<file path="src/rtl/core_mem_ctrl_pkg.sv">
// Shared types and constants for the Core data-memory controller.
// Enable codes are shared with Core's M stage.
package core_mem_ctrl_pkg;

   localparam logic [1:0] MEM_EN_IDLE = 2'b00;
   localparam logic [1:0] MEM_EN_RD   = 2'b01;
   localparam logic [1:0] MEM_EN_WR   = 2'b10;
   localparam logic [1:0] MEM_EN_BAD  = 2'b11;

   typedef enum logic [1:0] {
      ST_IDLE = 2'd0,
      ST_BUSY = 2'd1,
      ST_DONE = 2'd2,
      ST_HOST = 2'd3
   } mem_state_e;

   typedef enum logic {
      OP_RD = 1'b0,
      OP_WR = 1'b1
   } mem_op_e;

   function automatic int max_int(input int a, input int b);
      return (a > b) ? a : b;
   endfunction

endpackage

</file>
<file path="src/rtl/core_mem_array.sv">
// Single-port synchronous scratchpad RAM.
// Registered read returns the pre-write contents on a same-address write.
module core_mem_array #(
   parameter int DATA_W = 8,
   parameter int ADDR_W = 8
) (
   input  logic              clk,
   input  logic              we,
   input  logic [ADDR_W-1:0] addr,
   input  logic [DATA_W-1:0] wdata,
   output logic [DATA_W-1:0] rdata
);

   logic [DATA_W-1:0] mem [2**ADDR_W];

   always_ff @(posedge clk) begin
      if (we) begin
         mem[addr] <= wdata;
      end
      rdata <= mem[addr];
   end

endmodule

</file>
<file path="src/rtl/core_mem_ctrl.sv">
// Data-memory controller behind Core's M port, with fixed-latency
// access to a local scratchpad and a host port for preload/dump.
module core_mem_ctrl
   import core_mem_ctrl_pkg::*;
#(
   parameter int DATA_W = 8,
   parameter int ADDR_W = 8,
   parameter int RD_LAT = 2,
   parameter int WR_LAT = 1
) (
   input  logic              clk,
   input  logic              reset,
   input  logic [1:0]        enable_M,
   input  logic [ADDR_W-1:0] addr_M,
   input  logic [DATA_W-1:0] wr_data_M,
   output logic [DATA_W-1:0] rd_data_M,
   output logic              ready_M,
   output logic              err_M,
   input  logic              host_sel,
   output logic              host_grant,
   input  logic              host_we,
   input  logic [ADDR_W-1:0] host_addr,
   input  logic [DATA_W-1:0] host_wdata,
   output logic [DATA_W-1:0] host_rdata
);

   localparam int MAX_LAT = max_int(RD_LAT, WR_LAT);
   localparam int CNT_W   = $clog2(MAX_LAT + 1);

   mem_state_e        state_q, state_n;
   mem_op_e           op_q, op_n;
   logic [CNT_W-1:0]  cnt_q, cnt_n;
   logic [ADDR_W-1:0] addr_q, addr_n;
   logic [DATA_W-1:0] data_q, data_n;
   logic [DATA_W-1:0] rd_data_q, rd_data_n;
   logic              ready_q, ready_n;
   logic              err_q, err_n;
   logic              grant_q, grant_n;
   logic              host_rd_q;
   logic [DATA_W-1:0] host_hold_q;

   logic              arr_we;
   logic [ADDR_W-1:0] arr_addr;
   logic [DATA_W-1:0] arr_wdata;
   logic [DATA_W-1:0] arr_rdata;

   core_mem_array #(
      .DATA_W(DATA_W),
      .ADDR_W(ADDR_W)
   ) u_array (
      .clk  (clk),
      .we   (arr_we),
      .addr (arr_addr),
      .wdata(arr_wdata),
      .rdata(arr_rdata)
   );

   always_ff @(posedge clk) begin
      if (reset) begin
         state_q     <= ST_IDLE;
         op_q        <= OP_RD;
         cnt_q       <= '0;
         addr_q      <= '0;
         data_q      <= '0;
         rd_data_q   <= '0;
         ready_q     <= 1'b1;
         err_q       <= 1'b0;
         grant_q     <= 1'b0;
         host_rd_q   <= 1'b0;
         host_hold_q <= '0;
      end else begin
         state_q   <= state_n;
         op_q      <= op_n;
         cnt_q     <= cnt_n;
         addr_q    <= addr_n;
         data_q    <= data_n;
         rd_data_q <= rd_data_n;
         ready_q   <= ready_n;
         err_q     <= err_n;
         grant_q   <= grant_n;
         host_rd_q <= (state_q == ST_HOST);
         if (host_rd_q) begin
            host_hold_q <= arr_rdata;
         end
      end
   end

   // The array reads addr_M while idle, so a read's data is already
   // registered one edge after accept; this keeps RD_LAT=1 legal.
   always_comb begin
      state_n   = state_q;
      op_n      = op_q;
      cnt_n     = cnt_q;
      addr_n    = addr_q;
      data_n    = data_q;
      rd_data_n = rd_data_q;
      ready_n   = ready_q;
      err_n     = err_q;
      grant_n   = grant_q;
      arr_we    = 1'b0;
      arr_addr  = addr_M;
      arr_wdata = data_q;
      unique case (state_q)
         ST_IDLE, ST_DONE: begin
            state_n = ST_IDLE;
            ready_n = 1'b1;
            priority case (1'b1)
               host_sel: begin
                  state_n = ST_HOST;
                  grant_n = 1'b1;
                  ready_n = 1'b0;
               end
               (enable_M == MEM_EN_RD): begin
                  state_n = ST_BUSY;
                  op_n    = OP_RD;
                  cnt_n   = CNT_W'(RD_LAT);
                  addr_n  = addr_M;
                  ready_n = 1'b0;
               end
               (enable_M == MEM_EN_WR): begin
                  state_n = ST_BUSY;
                  op_n    = OP_WR;
                  cnt_n   = CNT_W'(WR_LAT);
                  addr_n  = addr_M;
                  data_n  = wr_data_M;
                  ready_n = 1'b0;
               end
               (enable_M == MEM_EN_BAD): begin
                  err_n = 1'b1;
               end
               default: begin
               end
            endcase
         end
         ST_BUSY: begin
            arr_addr = addr_q;
            if (cnt_q == CNT_W'(1)) begin
               cnt_n  = '0;
               arr_we = (op_q == OP_WR) && !reset;
               if (op_q == OP_RD) begin
                  rd_data_n = arr_rdata;
               end
               if (host_sel) begin
                  state_n = ST_HOST;
                  grant_n = 1'b1;
                  ready_n = 1'b0;
               end else begin
                  state_n = ST_DONE;
                  ready_n = 1'b1;
               end
            end else begin
               cnt_n = cnt_q - CNT_W'(1);
            end
         end
         ST_HOST: begin
            arr_addr  = host_addr;
            arr_wdata = host_wdata;
            arr_we    = host_we && !reset;
            if (!host_sel) begin
               state_n = ST_IDLE;
               grant_n = 1'b0;
               ready_n = 1'b1;
            end
         end
         default: begin
            state_n = ST_IDLE;
         end
      endcase
   end

   assign rd_data_M  = rd_data_q;
   assign ready_M    = ready_q;
   assign err_M      = err_q;
   assign host_grant = grant_q;
   assign host_rdata = host_rd_q ? arr_rdata : host_hold_q;

endmodule

</file>
<file path="config.mk">
export PLATFORM = sky130hd
export DESIGN_NAME = core_mem_ctrl
export DESIGN_NICKNAME = d
export VERILOG_FILES = /design/src/rtl/core_mem_ctrl_pkg.sv /design/src/rtl/core_mem_array.sv /design/src/rtl/core_mem_ctrl.sv
export SDC_FILE = /design/constraint.sdc
export NUM_CORES = 2
export LEC_CHECK = 0
export ABC_AREA = 1
export CAP_MARGIN = 20
export CELL_PAD_IN_SITES_DETAIL_PLACEMENT = 1
export CELL_PAD_IN_SITES_GLOBAL_PLACEMENT = 1
export CORE_MARGIN = 3
export CORE_UTILIZATION = 25
export DETAILED_ROUTE_END_ITERATION = 16
export PLACE_DENSITY = 0.42
export SYNTH_ARGS = -nofsm -noshare
export SYNTH_HDL_FRONTEND = slang
export SYNTH_SLANG_ARGS = --single-unit
</file>
<file path="constraint.sdc">
create_clock -name clk -period 8 [get_ports clk]
set_input_delay 2.4 -clock clk [delete_from_list [all_inputs] [get_ports clk]]
set_output_delay 2.4 -clock clk [all_outputs]
set_load 0.03 [all_outputs]
</file>
==> impl_summary.log <==
[metrics] Post-Route WL: between 300 and 400 mm
[metrics] number of buffers between clock root and the deepest sink: 4
[metrics] Chip Width: a little over 600 um
[metrics] Clock Skew: around 0.038 ns
[metrics] Core ar.: roughly 350000 um^2
[metrics] Routability Congestion: approximately 0.77
[metrics] Clock H-tree levels: 5
[metrics] transition time at the pin with the least slew margin: between 1 and 1.5 ns
[metrics] ratio of routed vias to standard cells: roughly 4.6
[metrics] total global-route track usage: 18.2%
[metrics] top achievable clock speed: approximately 0.16 GHz
[metrics] proportion of synthesized chip area in sequential cells: between 60% and 70%
[metrics] Cells after Synth: around 8800
[metrics] R2R setup slack: just under 3 ns
[metrics] detailed-route via count: 62512
[metrics] initial standard-cell utilization of the core: between 20% and 30%
[metrics] TritonCTS Buffers: 262
[metrics] layout cells sized above 1: 6.58%
[metrics] busiest metal layer after global routing: met2
[metrics] area fraction in compound gates after synthesis: under 10%
[metrics] Remaining Overflow, GRT: 0
[metrics] synthesized-area fraction occupied by and/or/nand/nor cells: a little over a quarter
[metrics] port bufs: 56
[metrics] commonest non-fill, non-tap cell in the layout: nand2_1
[metrics] Power per Cell Area: 262 nW/um^2
[metrics] most used cells in the layout excluding fill and tap cells: nand2_1 (5162), edfxtp_1 (2048), nor2_1 (401)
[metrics] Lkg Pwr: ~43 nW
[metrics] unique cell type count in the Yosys netlist: 29
[metrics] met2 routing resource usage after global routing: between 20 and 30%
[metrics] multiplexer share of the synthesized area: 0%
[metrics] vias in the first global route: approximately 65000
[metrics] average wire per standard cell: roughly 25 um
[metrics] height of the chip: 604 um
[metrics] total of flip-flops plus latches after synthesis: ~2100
[metrics] status: complete, no violations
[metrics] total I/O pin count: 57
[metrics] Clock Root Buffer: clkbuf_16
[metrics] clock-pin slew reported for the worst setup and hold paths after clock tree synthesis: roughly 0.050 ns
[metrics] setup TNS: 0 ns
[metrics] worst ir drop on vdd: 128 uV
[metrics] RSZ-0062 raised after global routing: false
[metrics] proportion of synthesized flip-flops having asynchronous set or reset: 0%
[metrics] peak fanout along the critical path: roughly 130
[metrics] Min-Delay Path Class: reg -> reg
[metrics] DP Wirelength: just under 200 mm
[metrics] post-synthesis instance area: ~89000 um^2
[metrics] terminating pin of the worst hold path: host_hold_q[2]$_SDFF_PP0_
[metrics] Net count, final: 8846
[metrics] data arrival time of the critical path: ~7 ns
[metrics] wire length of the first global-routing pass: roughly 490 mm
[metrics] growth of design area from synthesis to finish: 16.4%
[metrics] placed insts: about 13000
[metrics] CTS-repair resized insts: 0
[metrics] Min Clock Period, post-route: around 6.3 ns
[metrics] number of setup violations in the final report: 0
[metrics] area of the die: between 300000 and 400000 um^2
[metrics] sort of element at the end of the critical path: flop
[metrics] Slew Limit Headroom: between 20 and 25%
[metrics] post-detailed-route count of antenna-violating nets: 0
[metrics] hold path startpoint: host_hold_q[2]$_SDFF_PP0_
[metrics] row count: 218
[metrics] routing usage on met3: under 10%
[metrics] number of standard cells in the final layout excluding fillers: 13728
[metrics] CTS hold repair buffers: 0
[metrics] xor/xnor share of the synthesized area: 0%
[metrics] drc violations: 0
[metrics] cells on worst reg2reg path: 16
[metrics] post-synth net total: 8847
[metrics] Setup Buffers After CTS: 0
[metrics] area share of fa/ha/maj cells after synthesis: less than 1%
[metrics] kind of critical path: in -> reg
[metrics] count of synthesis-stage warnings from yosys: 0
[metrics] TritonCTS clock tree: built
[metrics] kind of launch point of the worst setup path: input port
[metrics] number of clock sinks seen by CTS: around 2100
[metrics] FF-to-FF End: u_array.rdata[0]$_DFF_P_
[metrics] source of the worst register-to-register timing path: state_q[0]$_SDFFE_PP0P_
[metrics] final critical-path share of the clock period: slightly below 80%
[metrics] required time of the critical path: between 8 and 9 ns
[metrics] detailed-router iteration count before antenna repair: 5
[metrics] Max Cap Viol: 0
[metrics] EDFF count, synth: around 2000
[metrics] Final Max Slew Viols: 0
[metrics] combinational family with the most area after synthesis: simple AND/OR/NAND/NOR gates
[metrics] worst hold path stage count: 2
[metrics] Post-synth top flop: edfxtp_1
[metrics] synthesized area divided by synthesized cell count: just over 10 um^2
[metrics] number of failing hold endpoints at the final stage: 0
[metrics] drt initial violations: ~4200
[metrics] largest net degree at the start of global routing: between 100 and 150
[metrics] routing usage on met1: 25.9%
[metrics] clock latency on the worst-skew pair: just under 0.9 ns
[metrics] initial antenna violation count: 19
[worst max-delay path by stage]
stage | startpoint | endpoint | slack, ns | depth (start not counted)
after floorplan | host_wdata[0] | u_array.mem[0][0]$_DFFE_PP_ | 1.69 | 2
after global placement | host_addr[0] | u_array.rdata[0]$_DFF_P_ | 0.93 | 18
after detailed placement | host_addr[0] | u_array.mem[163][2]$_DFFE_PP_ | 0.90 | 9
after CTS | host_addr[0] | u_array.mem[163][2]$_DFFE_PP_ | 1.86 | 9
after global routing | host_addr[0] | u_array.rdata[0]$_DFF_P_ | 1.63 | 18
final | host_addr[0] | u_array.rdata[0]$_DFF_P_ | 1.72 | 18
[through the flow]
| step | setup WS (ns) | area (um^2) | hold slack (ns) | utilization [%] | power [mW] |
|---|---|---|---|---|---|
| floorplan | 1.69 | 89400 | 0.444 | - | 14.5 |
| global placement | 0.931 | 95800 | 0.453 | 27.0 | 16.2 |
| detailed placement | 0.898 | 95900 | 0.465 | 27.1 | 16.2 |
| CTS | 1.86 | 104000 | 0.474 | 29.3 | 27.7 |
| global route | 1.63 | 104000 | 0.487 | 29.4 | 28.4 |
| finish | 1.72 | 104000 | 0.472 | 29.4 | 27.2 |
[worst max-delay path: stages]
cell and delay, ns:
clkdlybuf4s50_1 0.43, inv_1 0.12, nand3_4 0.35, nand3_4 0.63
inv_8 0.37, buf_12 0.36, nand2_1 0.20, nand2_1 0.07
nand2_1 0.06, nand2_1 0.07, nand2_1 0.09, nand2_1 0.12
o21ai_1 0.28, nand2_1 0.18, nor2_1 0.15, nor2_1 0.07
nor2_1 0.56, nand2_1 0.12
[where the power goes]
| group | total, mW | internal [mW] | switching (mW) |
|---|---|---|---|
| Clock | 11.4 | 6.59 | 4.81 |
| Sequential | 12.3 | 12.1 | 0.109 |
| Combinational | 3.57 | 0.775 | 2.79 |
| Total | 27.2 | 19.5 | 7.71 |
[logic make-up after synthesis]
| kind of cell | count (synthesis) |
|---|---|
| compound gates | 186 |
| fa+ha+maj | 4 |
| buf+inv | 561 |
| flops | 2097 |
| simple gates | 5957 |
[flip-flops by register name, indices dropped and copies added (netlist names), 2 cells and up]
register,count
u_array.rdata,8
addr_q,8
host_hold_q,8
u_array.mem,2048
cnt_q,2
rd_data_M,8
data_q,8
state_q,2
[cells in the mapped netlist, types with 4 or more instances]
library cell	instances	area, um^2
o22a_1	4	35.0
nand2_1	5179	19400
o21ai_1	120	601
nand3_1	12	60.1
clkbuf_2	4	20.0
ha_1	4	50.1
edfxtp_1	2048	61500
dfxtp_1	49	981
buf_2	321	1610
buf_1	39	146
nor2_2	4	25.0
nor2_1	405	1520
buf_4	14	105
o21a_1	6	45.0
o21ai_0	37	185
clkbuf_1	149	559
inv_1	29	109
a21oi_1	13	65.1
nand4_1	352	2200
[layer usage]
metal / wire, um / vias up
met3: 12100 / 345
met5: 0 / -
met4: 6570 / 0
met2: 155000 / 1008
li1: - / 29187
met1: 164000 / 31972
[area by class of cell]
cell class	instances	area, um^2
antenna	5	12.5
sequential	2097	62500
clock inverter	117	918
tap	4730	5920
timing repair buffer	262	2880
inverter	34	148
multi-input combinational	6147	24600
clock buffer	336	7070
fill	39500	250000
Note: power is estimated with default switching activity, not from simulation.
